`config.mk`:
```
export PLATFORM = sky130hd
export DESIGN_NAME = capsense_uart_reporter_flat
export DESIGN_NICKNAME = d
export VERILOG_FILES = /design/src/rtl/capsense_uart_reporter_if.sv /design/src/rtl/capsense_uart_reporter.sv /design/src/flat_wrapper.sv
export SDC_FILE = /design/constraint.sdc
export NUM_CORES = 1
export LEC_CHECK = 0
export ABC_AREA = 1
export ABC_CLOCK_PERIOD_IN_PS = 2900
export BUFFER_PORTS_ARGS = -buffer_cell sky130_fd_sc_hd__clkbuf_2
export CORE_MARGIN = 1
export CORE_UTILIZATION = 29
export DETAILED_ROUTE_END_ITERATION = 10
export SLEW_MARGIN = 20
export SYNTH_ARGS = -nofsm -noshare
export SYNTH_HDL_FRONTEND = slang
export SYNTH_SLANG_ARGS = --single-unit
```
`constraint.sdc`:
```
create_clock -name clk_i -period 2.9 [get_ports clk_i]
set_clock_uncertainty 0.2 [all_clocks]
set_input_delay 0.58 -clock clk_i [delete_from_list [all_inputs] [get_ports clk_i]]
set_output_delay 0.58 -clock clk_i [all_outputs]
set_load 0.005 [all_outputs]
```
`src/rtl/capsense_uart_reporter_if.sv`:
```
// Pin bundle between the CapSense button stage, the event reporter and the
// UART TX pin. The reporter sits on the slave side: it consumes the button
// vector and drives the TX line and the status flags.
interface capsense_uart_reporter_if #(
  parameter int N = 4
);
  logic [N-1:0] buttons_i;
  logic         tx_o;
  logic         busy_o;
  logic         fifo_full_o;

  modport master (
    output buttons_i,
    input  tx_o,
    input  busy_o,
    input  fifo_full_o
  );

  modport slave (
    input  buttons_i,
    output tx_o,
    output busy_o,
    output fifo_full_o
  );
endinterface

```
`src/rtl/capsense_uart_reporter.sv`:
```
// CapSense button event reporter.
// Registers the button vector, turns every level change into a pending flag,
// queues one {level, index} event per cycle (lowest index first) into a small
// FIFO, and sends each event as three ASCII bytes over an 8N1 UART:
// 'P'/'R', '0'+index, LF. Pending flags are held while the FIFO is full, so
// events are coalesced rather than lost.
module capsense_uart_reporter #(
  parameter int N          = 4,
  parameter int FREQUENCY  = 24,
  parameter int BAUD       = 115200,
  parameter int FIFO_DEPTH = 8
) (
  input  logic                       clk_i,
  input  logic                       rst_i,
  capsense_uart_reporter_if.slave    bus
);

  localparam int DIV = (FREQUENCY * 1000000) / BAUD;
  localparam int CW  = (DIV > 2) ? $clog2(DIV) : 1;
  localparam int PW  = (FIFO_DEPTH > 2) ? $clog2(FIFO_DEPTH) : 1;

  localparam logic [CW-1:0] DIV_LAST  = CW'(DIV - 1);
  localparam logic [CW-1:0] DIV_ONE   = CW'(1);
  localparam logic [CW-1:0] DIV_ZERO  = CW'(0);
  localparam logic [PW:0]   DEPTH_C   = (PW + 1)'(FIFO_DEPTH);
  localparam logic [PW:0]   CNT_ONE   = (PW + 1)'(1);
  localparam logic [PW:0]   CNT_ZERO  = (PW + 1)'(0);
  localparam logic [PW-1:0] PTR_ONE   = PW'(1);
  localparam logic [PW-1:0] PTR_ZERO  = PW'(0);

  typedef enum logic [1:0] {
    IDLE  = 2'd0,
    START = 2'd1,
    DATA  = 2'd2,
    STOP  = 2'd3
  } tx_state_t;

  // ASCII byte number sel (0..2) of the line describing one event
  function automatic logic [7:0] event_byte(input logic [1:0] sel,
                                            input logic       level,
                                            input logic [3:0] idx);
    logic [7:0] b;
    case (sel)
      2'd0:    b = level ? 8'h50 : 8'h52;
      2'd1:    b = 8'h30 + {4'h0, idx};
      default: b = 8'h0A;
    endcase
    return b;
  endfunction

  // ---------------------------------------------------------------------
  // State
  // ---------------------------------------------------------------------
  logic [N-1:0]    in_r;
  logic [N-1:0]    prev_r;
  logic [N-1:0]    pending_r;

  logic [4:0]      mem_r [FIFO_DEPTH];
  logic [PW-1:0]   wr_ptr_r;
  logic [PW-1:0]   rd_ptr_r;
  logic [PW:0]     count_r;
  logic            full_r;

  tx_state_t       state_r;
  logic [CW-1:0]   div_cnt_r;
  logic [2:0]      bit_cnt_r;
  logic [1:0]      byte_cnt_r;
  logic [7:0]      shift_r;
  logic            ev_level_r;
  logic [3:0]      ev_idx_r;
  logic            tx_r;
  logic            busy_r;

  // ---------------------------------------------------------------------
  // Combinational helpers
  // ---------------------------------------------------------------------
  logic [N-1:0]    chg_s;
  logic [N-1:0]    clr_mask_s;
  logic            found_s;
  logic [3:0]      sel_idx_s;
  logic            sel_level_s;
  logic            push_s;
  logic            pop_s;
  logic            empty_s;
  logic            last_tick_s;
  logic [4:0]      head_s;
  logic [PW:0]     count_nxt_s;

  assign chg_s       = in_r ^ prev_r;
  assign empty_s     = (count_r == CNT_ZERO);
  assign last_tick_s = (div_cnt_r == DIV_LAST);
  assign head_s      = mem_r[rd_ptr_r];
  assign push_s      = found_s & ~full_r;

  // Pick the lowest pending index and the level it carries right now
  always_comb begin
    found_s     = 1'b0;
    sel_idx_s   = 4'd0;
    sel_level_s = 1'b0;
    for (int i = N - 1; i >= 0; i--) begin
      found_s     = found_s | pending_r[i];
      sel_idx_s   = pending_r[i] ? 4'(i) : sel_idx_s;
      sel_level_s = pending_r[i] ? prev_r[i] : sel_level_s;
    end
  end

  // One-hot clear of the pending flag whose event is written this cycle
  always_comb begin
    clr_mask_s = '0;
    for (int i = 0; i < N; i++) begin
      clr_mask_s[i] = push_s & (sel_idx_s == 4'(i));
    end
  end

  // Head of the FIFO is taken when idle, or straight from the last stop bit
  always_comb begin
    if (empty_s) begin
      pop_s = 1'b0;
    end else if (state_r == IDLE) begin
      pop_s = 1'b1;
    end else if ((state_r == STOP) && last_tick_s && (byte_cnt_r == 2'd2)) begin
      pop_s = 1'b1;
    end else begin
      pop_s = 1'b0;
    end
  end

  // Occupancy after this cycle's push/pop
  always_comb begin
    case ({push_s, pop_s})
      2'b10:   count_nxt_s = count_r + CNT_ONE;
      2'b01:   count_nxt_s = count_r - CNT_ONE;
      default: count_nxt_s = count_r;
    endcase
  end

  // ---------------------------------------------------------------------
  // Input stage: sample buttons, detect changes, keep pending flags
  // ---------------------------------------------------------------------
  // A change sets the flag; a write clears it; a new change in the same cycle wins
  always_ff @(posedge clk_i) begin
    if (!rst_i) begin
      in_r      <= '0;
      prev_r    <= '0;
      pending_r <= '0;
    end else begin
      in_r      <= bus.buttons_i;
      prev_r    <= in_r;
      pending_r <= (pending_r & ~clr_mask_s) | chg_s;
    end
  end

  // ---------------------------------------------------------------------
  // Event FIFO
  // ---------------------------------------------------------------------
  // Storage array; contents are don't-care while the entry is not valid
  always_ff @(posedge clk_i) begin
    if (push_s) begin
      mem_r[wr_ptr_r] <= {sel_level_s, sel_idx_s};
    end else begin
      mem_r[wr_ptr_r] <= mem_r[wr_ptr_r];
    end
  end

  // Pointers, occupancy and the registered full flag
  always_ff @(posedge clk_i) begin
    if (!rst_i) begin
      wr_ptr_r <= PTR_ZERO;
      rd_ptr_r <= PTR_ZERO;
      count_r  <= CNT_ZERO;
      full_r   <= 1'b0;
    end else begin
      wr_ptr_r <= push_s ? (wr_ptr_r + PTR_ONE) : wr_ptr_r;
      rd_ptr_r <= pop_s  ? (rd_ptr_r + PTR_ONE) : rd_ptr_r;
      count_r  <= count_nxt_s;
      full_r   <= (count_nxt_s == DEPTH_C);
    end
  end

  // ---------------------------------------------------------------------
  // UART transmitter
  // ---------------------------------------------------------------------
  // Frame sequencer: start bit, 8 data bits LSB first, stop bit, 3 bytes per event
  always_ff @(posedge clk_i) begin
    if (!rst_i) begin
      state_r    <= IDLE;
      div_cnt_r  <= DIV_ZERO;
      bit_cnt_r  <= 3'd0;
      byte_cnt_r <= 2'd0;
      shift_r    <= 8'h00;
      ev_level_r <= 1'b0;
      ev_idx_r   <= 4'd0;
      tx_r       <= 1'b1;
    end else begin
      case (state_r)
        IDLE: begin
          div_cnt_r <= DIV_ZERO;
          if (pop_s) begin
            ev_level_r <= head_s[4];
            ev_idx_r   <= head_s[3:0];
            shift_r    <= event_byte(2'd0, head_s[4], head_s[3:0]);
            byte_cnt_r <= 2'd0;
            tx_r       <= 1'b0;
            state_r    <= START;
          end else begin
            tx_r <= 1'b1;
          end
        end

        START: begin
          if (last_tick_s) begin
            div_cnt_r <= DIV_ZERO;
            bit_cnt_r <= 3'd0;
            tx_r      <= shift_r[0];
            shift_r   <= {1'b0, shift_r[7:1]};
            state_r   <= DATA;
          end else begin
            div_cnt_r <= div_cnt_r + DIV_ONE;
          end
        end

        DATA: begin
          if (last_tick_s) begin
            div_cnt_r <= DIV_ZERO;
            if (bit_cnt_r == 3'd7) begin
              tx_r    <= 1'b1;
              state_r <= STOP;
            end else begin
              bit_cnt_r <= bit_cnt_r + 3'd1;
              tx_r      <= shift_r[0];
              shift_r   <= {1'b0, shift_r[7:1]};
            end
          end else begin
            div_cnt_r <= div_cnt_r + DIV_ONE;
          end
        end

        STOP: begin
          if (last_tick_s) begin
            div_cnt_r <= DIV_ZERO;
            if (byte_cnt_r != 2'd2) begin
              // next byte of the same event, no gap
              byte_cnt_r <= byte_cnt_r + 2'd1;
              shift_r    <= event_byte(byte_cnt_r + 2'd1, ev_level_r, ev_idx_r);
              tx_r       <= 1'b0;
              state_r    <= START;
            end else if (pop_s) begin
              // next queued event starts right after this stop bit
              ev_level_r <= head_s[4];
              ev_idx_r   <= head_s[3:0];
              shift_r    <= event_byte(2'd0, head_s[4], head_s[3:0]);
              byte_cnt_r <= 2'd0;
              tx_r       <= 1'b0;
              state_r    <= START;
            end else begin
              tx_r    <= 1'b1;
              state_r <= IDLE;
            end
          end else begin
            div_cnt_r <= div_cnt_r + DIV_ONE;
          end
        end

        default: begin
          div_cnt_r <= DIV_ZERO;
          tx_r      <= 1'b1;
          state_r   <= IDLE;
        end
      endcase
    end
  end

  // Busy flag: transmitting or events still queued (one cycle behind)
  always_ff @(posedge clk_i) begin
    if (!rst_i) begin
      busy_r <= 1'b0;
    end else begin
      busy_r <= (state_r != IDLE) | ~empty_s;
    end
  end

  assign bus.tx_o        = tx_r;
  assign bus.busy_o      = busy_r;
  assign bus.fifo_full_o = full_r;

endmodule
```
`src/flat_wrapper.sv`:
```
// flat-port wrapper written by rule: the top's interface ports become plain ports
module capsense_uart_reporter_flat 
#(
  parameter int N          = 4,
  parameter int FREQUENCY  = 24,
  parameter int BAUD       = 115200,
  parameter int FIFO_DEPTH = 8
)
  (clk_i, rst_i, bus_buttons_i, bus_tx_o, bus_busy_o, bus_fifo_full_o);
  capsense_uart_reporter_if #(.N(N)) bus_i ();
  input  logic clk_i;
  input  logic rst_i;
  input wire logic [$bits(bus_i.buttons_i)-1:0] bus_buttons_i;
  output wire logic [$bits(bus_i.tx_o)-1:0] bus_tx_o;
  output wire logic [$bits(bus_i.busy_o)-1:0] bus_busy_o;
  output wire logic [$bits(bus_i.fifo_full_o)-1:0] bus_fifo_full_o;
  assign bus_i.buttons_i = bus_buttons_i;
  assign bus_tx_o = bus_i.tx_o;
  assign bus_busy_o = bus_i.busy_o;
  assign bus_fifo_full_o = bus_i.fifo_full_o;
  capsense_uart_reporter #(.N(N), .FREQUENCY(FREQUENCY), .BAUD(BAUD), .FIFO_DEPTH(FIFO_DEPTH)) u_core (.clk_i(clk_i), .rst_i(rst_i), .bus(bus_i));
endmodule
```
======== Word level (Yosys, flattened, before mapping) ========
Memories as Yosys holds them, arrays and structs flattened. A register that Yosys moved wholly into a read port is not among the register bits.
Index checks and enable logic that the tools add are counted.
Widths: inputs -> output; s select.
word-level totals
  output and inout bits ................... 3
  RAM bits ................................ 40
  memories ................................ 1
  register bits ........................... 53
cells by class
  $add $sub $neg .......................... 8
  bitwise operators ....................... 16
  multiplexer cells ....................... 61
  eq/ne operators ......................... 22
  reduce and logical (&&, ||, !) cells .... 17
memory list
  memory        depth  width  read ports  clocked after memory_dff  wr ports  line                          source
  u_core.mem_r  8      5      1           1                         1         capsense_uart_reporter.sv:58  logic [4:0] mem_r [FIFO_DEPTH];
operators by type and width
  operator             number
  $mux 8               7
  $pmux 8 s2           2
  $pmux 8 s4           1
  $mux 2               12
  $mux 4               6
  $mux 1               20
  $pmux 4 s2           2
  $mux 3               5
  $ne 2x1->1 const B   5
  $add 3x1->3 const B  3
  $add 8x1->8 const B  1
  $eq 2x2->1 const B   4
  $eq 4x2->1 const B   2
  $eq 8x8->1 const B   1
  $logic_not 4->1      2
  $pmux 2 s4           1
  $reduce_and 4->1     2
  $add 6x4->7 const A  1
  $eq 2x1->1 const B   3
  $ne 2x2->1 const B   3
  $pmux 3 s2           1
  $reduce_and 3->1     2
  $reduce_bool 2->1    3
  $and 1x1->1          5
  other kinds (22)     30

======== Depth between registers and ports, before layout ========
  word-level depth ........................ 10
  gate-level depth with buffers ........... 16

======== Least setup slack after synthesis ========
No wires, ideal clock.
  path type ............................... flip-flop to flip-flop
  start point ............................. register u_core.state_r[0]
  end point ............................... register u_core.full_r, in the netlist u_core.bus.fifo_full_o
  buffers on the path ..................... 0
  required time ........................... 2.636 ns
  arrival time ............................ 2.219 ns
  setup slack ............................. 0.416 ns
  setup time .............................. 0.064 ns
  cell stages (with the launch flop) ...... 15
  path through ............................ dfxtp_1 -> inv_1 -> ha_1 -> inv_2 -> nand2_2 -> nand2_2 -> a21oi_4 -> ha_1 -> xor2_1 -> ha_1 -> a21oi_1 -> xnor2_1 -> mux2i_1 -> nand3_1 -> nor2_1
on the way
  longest elaborated chain between the ends .. 9
  elaborated cells on any way between the ends .. 11
  those cells by class .................... eq/ne: 4; mux: 4; reduce/logical: 3
RTL lines
  element                                   line                           source
  start: declaration                        capsense_uart_reporter.sv:64   tx_state_t state_r;
  start signal: assignment                  capsense_uart_reporter.sv:186  state_r <= IDLE;
  start signal: assignment                  capsense_uart_reporter.sv:204  state_r <= START;
  start signal: assignment                  capsense_uart_reporter.sv:216  state_r <= DATA;
  $eq 2x2->1                                capsense_uart_reporter.sv:121  end else if ((state_r == STOP) && last_tick_s && (byte_cnt_r == 2'd2)) begin
  $logic_and 1x1->1 (2 in a row)            capsense_uart_reporter.sv:121
  $mux 1                                    capsense_uart_reporter.sv:121
  $mux 1 (*)                                capsense_uart_reporter.sv:119  end else if (state_r == IDLE) begin
  $mux 1 (*)                                capsense_uart_reporter.sv:117  if (empty_s) begin
  net u_core.pop_s                          capsense_uart_reporter.sv:83   logic pop_s;
  $eq 2x1->1 or $eq 2x2->1 (tied branches)  capsense_uart_reporter.sv:130  case ({push_s, pop_s})
  $pmux 4 s2 (*)                            capsense_uart_reporter.sv:130
  $eq 4x4->1 (*)                            capsense_uart_reporter.sv:176  full_r <= (count_nxt_s == DEPTH_C);
  end signal: assignment                    capsense_uart_reporter.sv:176
  end: declaration                          capsense_uart_reporter.sv:62   logic full_r;
Mark *: on every way through the listed nets, which the timed path passes. The rest lies on a longest branch.
A chain may end at the register's enable or synchronous reset.

======== Worst setup path in the final report ========
Same ends and word-level chain as after synthesis.

==> impl_metrics.env <==
export IMPL_setup_viol=0
export IMPL_critPathLaunchType="flip-flop"
export IMPL_place_ws_ns=0.0826
export IMPL_seq_area_frac_synth_pct=50.2
export IMPL_hold_viol_final=0
export IMPL_worstMarginPinSlew_ns=0.940
export IMPL_clock_sinks=78
export IMPL_worstSkewPairLatency_ns=0.34
export IMPL_synth_seq_cells=78
export IMPL_initial_core_util_pct=29.8
export IMPL_dr_total_vias=2720
export IMPL_drt_first_pass_iters=4
export IMPL_synthesis_nets=455
export IMPL_crit_fanout=7
export IMPL_io_pins=9
export IMPL_synth_ff_type="dfxtp_1"
export IMPL_drive_above_1_share_pct=11.0
export IMPL_critical_path_class="flip-flop to flip-flop"
export IMPL_grt_util_all_layers_pct=12.0
export IMPL_postRouteAntennaNets=0
export IMPL_grt_pass1_wl_um=12100
export IMPL_hold_path_class="input pin to flip-flop"
export IMPL_synth_area_top_cells="dfxtp_1, edfxtp_1, nand2_1"
export IMPL_dieWidth_um=113
export IMPL_finalPower_w=0.00377
export IMPL_synth_edf_count=24
export IMPL_clock_path_buffers=2
export IMPL_hold_ws_ns=0.218
export IMPL_drt_vias_per_instance=4.37
export IMPL_cp_required_ns=2.98
export IMPL_area_growth_synth_to_final_pct=16.3
export IMPL_layout_setup_ws_ns=0.238
export IMPL_path_clk_slew_ns=0.06
export IMPL_core_area_um2=12100
export IMPL_arrival_ns=2.74
export IMPL_dieArea_um2=12800
export IMPL_syn_avg_cell_area_um2=8.32
export IMPL_syn_inst=432
export IMPL_yosys_cell_types_count=35
export IMPL_powerDensity_nw_per_um2=902
export IMPL_tns_ns=0
export IMPL_chipHeight_um=113
export IMPL_grt_max_degree=20
export IMPL_place_congestion=0.844
export IMPL_n_fill_cell=1226
export IMPL_grt_pass1_vias=2650
export IMPL_finalNetCount=472
export IMPL_numCtsBuffers=9
export IMPL_detail_route_wl_per_cell_um=11.4
export IMPL_slew_viol_final=0
export IMPL_hold_buffers=0
export IMPL_portBuffers=8
export IMPL_fin_crit_sh_pct=91.8
export IMPL_antenna_found_initial=0
export IMPL_yosysWarnings=0
export IMPL_slew_headroom_pct=36.9
export IMPL_max_vdd_ir_drop_mv=0.435
export IMPL_grt_overflow_total=0
export IMPL_wirelength_um=7070
export IMPL_drt_iter0_markers=123
export IMPL_fin_area_um2=4180
export IMPL_fmaxAchievable_mhz=376
export IMPL_fin_crit_ns=2.66
export IMPL_h_tree_depth=3
export IMPL_post_synth_top_area_fraction_pct=30.1
export IMPL_rsz0062_at_grt="no"
export IMPL_synth_commonest_cells="nand2_1, inv_1, dfxtp_1, nor2_1, a21oi_1"
export IMPL_p_leak_nw=1.80
export IMPL_status="finished clean"
export IMPL_root_buffer="clkbuf_16"
export IMPL_place_area_um2=3840
export IMPL_netlist_top_cell_by_area="dfxtp_1"
export IMPL_diodes=0
export IMPL_drc=0
export IMPL_cts_tree="built"
export IMPL_rows=40
export IMPL_max_cap_violations=0
export IMPL_hpwl_um=5130
export IMPL_reg2reg_depth=14
export IMPL_yosysMostFrequentCell="nand2_1"
export IMPL_synthArstFlopShare_pct=0
export IMPL_syn_area_um2=3590
export IMPL_endpoint_kind="flip-flop"
export IMPL_hold_depth=3
-- final timing paths --
path                            end              start  slack [ns]
max          u_core.bus.fifo_full_o  u_core.state_r[0]        0.24
min reg2reg        u_core.prev_r[1]     u_core.in_r[1]        0.23
max reg2reg  u_core.bus.fifo_full_o  u_core.state_r[0]        0.24
min                  u_core.in_r[2]   bus_buttons_i[2]        0.22
-- cell usage in the layout (no fill, tap or decap), drive strengths merged, types with 17 or more instances in the layout --
master  Yosys  layout
a21oi      32      32
clkbuf      6      19
dfxtp      54      54
edfxtp     24      24
ha         17      17
inv        61      62
nand2      95      95
nand3      22      22
nor2       53      53
o21ai      27      27
-- layer usage --
metal | vias up | track usage, % | share of wire, %
met1 | 1241 | 14.3 | 46
li1 | 1430 | - | -
met4 | 0 | 6.14 | 2.0
met5 | - | 0 | 0
met3 | 12 | 3.16 | 3.3
met2 | 37 | 20.0 | 48
-- cells by family after synthesis --
| logic type | share of synthesized area (%) |
|---|---|
| AO/OA/AOI/OAI | 11.7 |
| XOR/XNOR | 2.93 |
| adder cells (fa/ha/maj) | 5.92 |
| buffers and inverters | 7.49 |
| flip-flops | 50.2 |
| multiplexers | 0.557 |
| AND/OR/NAND/NOR | 21.2 |
-- cell type report --
| cell class | instances | area (um2) | share of cell area, % |
|---|---|---|---|
| flip-flops and latches | 78 | 1800 | 43.1 |
| clock buffers | 11 | 246 | 5.90 |
| repair buffers | 14 | 85.1 | 2.04 |
| inverters | 63 | 236 | 5.66 |
| multi-input cells | 283 | 1540 | 36.8 |
| clock inverters | 5 | 57.6 | 1.38 |
| well taps | 168 | 210 | 5.03 |
-- state kept, by name, indices dropped and copies added, names as in the netlist, 2 cells and up, named ones only --
name and cells:
u_core.shift_r 8, u_core.state_r 2, u_core.bit_cnt_r 3, u_core.prev_r 4
u_core.rd_ptr_r 3, u_core.byte_cnt_r 2, u_core.count_r 4, u_core.wr_ptr_r 3
u_core.mem_r 24, u_core.div_cnt_r 8, u_core.in_r 4, u_core.pending_r 4
u_core.ev_idx_r 2
-- power by group --
part	leakage [nW]	total (W)	internal, W	switching (W)
clock network	0.143	0.00114	0.000699	0.000438
registers	0.664	0.00140	0.00129	0.000105
logic	0.997	0.00123	0.000448	0.000786
-- per-stage QoR --
stage	std cells	util, %
floorplan	432	-
CTS	620	34.4
detailed placement	604	31.8
finish	622	34.6
global placement	604	31.8
global route	622	34.6
-- what timing repair did --
item | in CTS | in global routing
gates resized for setup | 0 | 4
setup buffers | 0 | 2
setup endpoints to repair | 0 | 3
-- worst max-delay path, stage by stage, from the launching register on --
cell	delay, ns
dfxtp_1	0.34
inv_1	0.11
ha_2	0.25
inv_2	0.10
nand2_2	0.10
nand2_2	0.09
a21oi_4	0.23
ha_4	0.21
xor2_1	0.21
ha_1	0.18
a21oi_1	0.05
xnor2_1	0.13
mux2i_1	0.20
nand3_1	0.09
nor2_1	0.11
Note: power is estimated with default switching activity, not from simulation.
